**src/rtl/chain_dp_max.sv**
```systemverilog
// Chaining DP step: f(i) = max(W_i, max_k sat32(f(i-k) + score(i,k))) over a sliding
// history window, with one header, npred score beats and one result per anchor.
module chain_dp_max #(
    parameter int DEPTH = 64,
    parameter int IDXW  = 16
) (
    input  logic                     clk,
    input  logic                     rst,
    input  logic                     a_valid,
    output logic                     a_ready,
    input  logic [31:0]              a_w,
    input  logic [$clog2(DEPTH):0]   a_npred,
    input  logic                     a_clr,
    input  logic                     s_valid,
    output logic                     s_ready,
    input  logic [31:0]              s_score,
    input  logic                     s_ok,
    output logic                     m_valid,
    input  logic                     m_ready,
    output logic [31:0]              m_f,
    output logic [IDXW-1:0]          m_p,
    output logic [IDXW-1:0]          m_idx
);
    localparam int AW  = $clog2(DEPTH);
    localparam int NPW = AW + 1;
    localparam int CW  = (IDXW > NPW) ? IDXW : NPW;

    typedef enum logic [1:0] {IDLE, ACC, EMIT} state_t;

    state_t                 state, state_nxt;
    logic [IDXW-1:0]        i;
    logic [NPW-1:0]         k;
    logic [NPW-1:0]         cnt;
    logic signed [31:0]     best;
    logic [IDXW-1:0]        bestp;
    logic signed [31:0]     hist [DEPTH];

    logic                   hdr_fire, beat_fire, out_fire;
    logic [NPW-1:0]         npred_eff;
    logic [AW-1:0]          j;
    logic signed [31:0]     hist_rd;
    logic signed [32:0]     sum;
    logic signed [31:0]     cand;
    logic                   k_le_i;
    logic                   take;
    logic                   last_beat;

    assign hdr_fire  = a_valid && a_ready;
    assign beat_fire = s_valid && s_ready;
    assign out_fire  = m_valid && m_ready;

    assign npred_eff = (a_npred > NPW'(DEPTH)) ? NPW'(DEPTH) : a_npred;
    assign j         = i[AW-1:0] - k[AW-1:0];
    assign hist_rd   = hist[j];
    assign sum       = {hist_rd[31], hist_rd} + $signed({s_score[31], s_score});

    // Overflow when the two top bits of the 33-bit sum disagree; clamp toward the sign.
    always_comb begin
        cand = sum[31:0];
        if (sum[32] != sum[31])
            cand = sum[32] ? 32'sh8000_0000 : 32'sh7FFF_FFFF;
    end

    assign k_le_i    = CW'(k) <= CW'(i);
    assign take      = s_ok && k_le_i && (cand > best);
    assign last_beat = (k == cnt);

    always_comb begin
        state_nxt = state;
        a_ready   = 1'b0;
        s_ready   = 1'b0;
        m_valid   = 1'b0;
        case (state)
            IDLE: begin
                a_ready = !rst;
                if (hdr_fire)
                    state_nxt = (npred_eff == '0) ? EMIT : ACC;
            end
            ACC: begin
                s_ready = 1'b1;
                if (beat_fire && last_beat)
                    state_nxt = EMIT;
            end
            EMIT: begin
                m_valid = 1'b1;
                if (m_ready)
                    state_nxt = IDLE;
            end
            default: state_nxt = IDLE;
        endcase
    end

    always_ff @(posedge clk) begin
        if (rst) begin
            state <= IDLE;
            i     <= '0;
            k     <= '0;
            cnt   <= '0;
            best  <= '0;
            bestp <= '1;
        end else begin
            state <= state_nxt;
            case (state)
                IDLE: if (hdr_fire) begin
                    best  <= $signed(a_w);
                    bestp <= '1;
                    cnt   <= npred_eff;
                    k     <= NPW'(1);
                    if (a_clr)
                        i <= '0;
                end
                ACC: if (beat_fire) begin
                    if (take) begin
                        best  <= cand;
                        bestp <= i - IDXW'(k);
                    end
                    k <= k + NPW'(1);
                end
                EMIT: if (m_ready)
                    i <= i + IDXW'(1);
                default: ;
            endcase
        end
    end

    // History is deliberately not reset; the k<=i mask hides stale entries.
    always_ff @(posedge clk) begin
        if (!rst && out_fire)
            hist[i[AW-1:0]] <= best;
    end

    assign m_f   = best;
    assign m_p   = bestp;
    assign m_idx = i;
endmodule

```
**config.mk**
```make
export PLATFORM = sky130hd
export DESIGN_NAME = chain_dp_max
export DESIGN_NICKNAME = d
export VERILOG_FILES = /design/src/rtl/chain_dp_max.sv
export SDC_FILE = /design/constraint.sdc
export NUM_CORES = 2
export LEC_CHECK = 0
export BUFFER_PORTS_ARGS = -buffer_cell sky130_fd_sc_hd__buf_2
export CAP_MARGIN = 10
export CORE_UTILIZATION = 50
export CTS_CLUSTER_DIAMETER = 150
export DETAILED_ROUTE_END_ITERATION = 8
export MAX_ROUTING_LAYER = met4
export PLACE_DENSITY_LB_ADDON = 0.15
export SLEW_MARGIN = 15
export SYNTH_ARGS = -nofsm -noshare
export SYNTH_HDL_FRONTEND = slang
export SYNTH_SLANG_ARGS = --single-unit
```
**constraint.sdc**
```tcl
create_clock -name clk -period 8.63 [get_ports clk]
set_input_delay 2.1575 -clock clk [delete_from_list [all_inputs] [get_ports clk]]
set_output_delay 2.1575 -clock clk [all_outputs]
set_load 0.01 [all_outputs]
```
==> impl_metrics.ini <==
[place]
place_congestion = 0.9818
pre_cts_ws_ps = 19.50
io_buffers = 144
dp.cells = 6261
dp_hpwl_um = 150700

[sta]
finalSetupViolations = 0
tightest_slew_ps = 1227
fmax_ghz = 0.1180
post-route-min-period_ps = 8472
period_share_pct = 98.17
clock_skew_ps = 54.32
hold_viol = 0
setup_ws_ps = 158.3
max-slew-margin-rel_pct = 18.03
setup_tns_ps = 0
slew_viol_final = 0

[route]
ant_nets = 0
drtIter0Drc = 6332
post_drt_wl_per_cell_um = 36.78
first_pass_iters = 5
via_count = 43410
drc_errors = 0
drt_wl_total_um = 245900
vias_per_cell = 6.492

[die]
io_pins = 145
die-area_um2 = 170600
placement_rows = 150
die_h_um = 413.0
fp.dieW_um = 413.0
initial_utilization_pct = 50.45
core-area_um2 = 167400

[clock_network]
clk_pin_slew_worst_paths_ps = 60
cts.sinks = 2128
root_buffer = clkbuf_16
h-tree-depth = 4
clock_path_buffers = 3
cts_made_buffers = 213
cts_tree = done
clock_latency_ps = 880

[pwr]
seqPwrFrac_pct = 45.7
vdd_drop_max_mv = 0.1910
power_density_nw_per_um2 = 266.7
p_clk_share_pct = 34.3
leakage_uw = 0.03206
comb_power_share_pct = 20.0
finalPower_uw = 26050
p_switching_uw = 7189
internal_power_uw = 18860
p_sw_share_pct = 27.60

[synthesis]
synth-seq-cells = 2128
syn_nets = 4023
synthArstFlopShare_pct = 0
yosysSeqAreaShare_pct = 74.72
synth_area_per_cell_um2 = 21.83
ys.flop_type = edfxtp_1
ys_top_cells_by_count = 2048 x edfxtp_1, 672 x mux4_2, 146 x nor2_1, 125 x clkbuf_1, 86 x a21oi_1
ys_types = 73
netlist_top_cells_area = edfxtp_1 73%, mux4_2 18%, dfxtp_1 1.9%
syn_area_um2 = 84450
synthCells = 3869
synth_edf_count = 2048
synth_top_cell_area_share_pct = 72.82
yosys_warnings = 0
synthMostInstantiatedCell = edfxtp_1
yosysTopAreaCell = edfxtp_1

[finish]
stdcell_count = 6687
nets = 4451
layout-drive-gt1-share_pct = 34.79
syn_to_final_growth_pct = 15.64
fillers = 12060

[outcome]
outcome = completed

[critical_path]
cp.arrival_ps = 9200
crit_required_ps = 9360
crit_family = simple AND/OR/NAND/NOR gates
crit_path_start_kind = flip-flop
path_max_fanout = 16
cpPeakStageDelay_ps = 980
cpMaxStageDelayCell = fa_4
path_buf_inv = 9
path_class = flip-flop to flip-flop
critPathCaptureType = flip-flop

[flow_run]
drv_cap = 0

[global_routing]
grt_overflow_total = 0
grt_pass1_wl_um = 335400
track_usage_pct = 29.78
grt_antenna_before_repair = 35
grt_pass1_vias = 42260
grt_max_degree = 68

[worst_hold_path]
hp-class = flip-flop to flip-flop
-- final cells by class --
type | count | area (µm²) | area share [%]
antenna | 7 | 17.52 | 0.01794
clock buffer | 271 | 5599 | 5.733
clock inverter | 123 | 1095 | 1.121
inverter | 57 | 214.0 | 0.2191
multi-input combinational | 1478 | 21120 | 21.63
sequential | 2128 | 63140 | 64.65
tap | 2204 | 2758 | 2.824
timing repair buffer | 419 | 3717 | 3.806
-- kinds of logic (layout without fill, tap and decap cells) --
kind of cell,after synthesis,after routing,share of synthesized area [%]
flip-flops,2128,2128,74.72
AO/OA/AOI/OAI,279,279,2.089
multiplexers,675,675,17.96
XOR/XNOR,55,55,0.5704
AND/OR/NAND/NOR,388,388,2.239
buffers and inverters,263,870,1.227
adder cells (fa/ha/maj),81,81,1.203
other,0,7,0
-- per-layer routing --
metal | GRT usage [%] | share of wire, %
met1 | 42.75 | 41
met2 | 44.72 | 47
met3 | 5.747 | 9.6
met4 | 6.604 | 2.0
met5 | - | 0
-- state kept, by name (all words and copies together) (netlist names) --
signal	count
hist	2048
m_f	32
m_idx	16
m_p	16
cnt	7
k	7
state	2
-- layout by cell type (no fill, tap or decap), drive strengths merged, types with 74 or more instances in the layout --
master / n
dfxtp: 80
ha: 74
mux4: 672
nor2: 148
a21oi: 86
clkinv: 101
nand2: 76
o21ai: 80
buf: 406
edfxtp: 2048
clkbuf: 284
-- metrics by stage --
| stage | cell area [µm²] | hold WS, ps | util [%] |
|---|---|---|---|
| 2_1_floorplan | 84450 | 448.8 | - |
| 3_3_place_gp | 90160 | 461.6 | 53.86 |
| 3_5_place_dp | 90160 | 464.5 | 53.86 |
| 4_1_cts | 96860 | 472.3 | 57.86 |
| 5_1_grt | 97660 | 512.8 | 58.34 |
| 6_report | 97670 | 471.5 | 58.34 |
-- path summary, 6_finish.rpt --
path,slack (ps),depth (start not counted),end,startpoint
max,160,31,m_f[3]$_SDFFE_PP0P_,m_idx[0]$_SDFFE_PP0P_
min,470,2,cnt[6]$_SDFFE_PP0P_,cnt[6]$_SDFFE_PP0P_
max reg2reg,160,31,m_f[3]$_SDFFE_PP0P_,m_idx[0]$_SDFFE_PP0P_
min reg2reg,470,2,cnt[6]$_SDFFE_PP0P_,cnt[6]$_SDFFE_PP0P_
-- what timing repair did --
action / 4_1_cts / 5_1_grt
resized for setup: 1 / 78
cloned: 0 / 15
pin swaps: 0 / 9
buffers inserted: 0 / 10
hold buffers: 0 / 0
endpoints found under the setup margin: 1 / 48
-- worst register-to-register path: cells and delay by family (launching register included) --
family,cells,cell delay (ps)
multiplexers,3,1440
AND/OR/NAND/NOR,10,2320
flip-flops,1,340
adder cells (fa/ha/maj),5,2140
buffers and inverters,9,1310
AO/OA/AOI/OAI,4,800
-- power by group through the flow --
stage	combinational (µW)	sequential, µW	clock, µW
detailed placement	4930	12100	0
CTS	4950	11900	9010
floorplan	2730	12300	0
global route	5520	11900	9390
finish	5210	11900	8930
global placement	4920	12100	0
No activity file was read; power rests on OpenSTA's default activity.
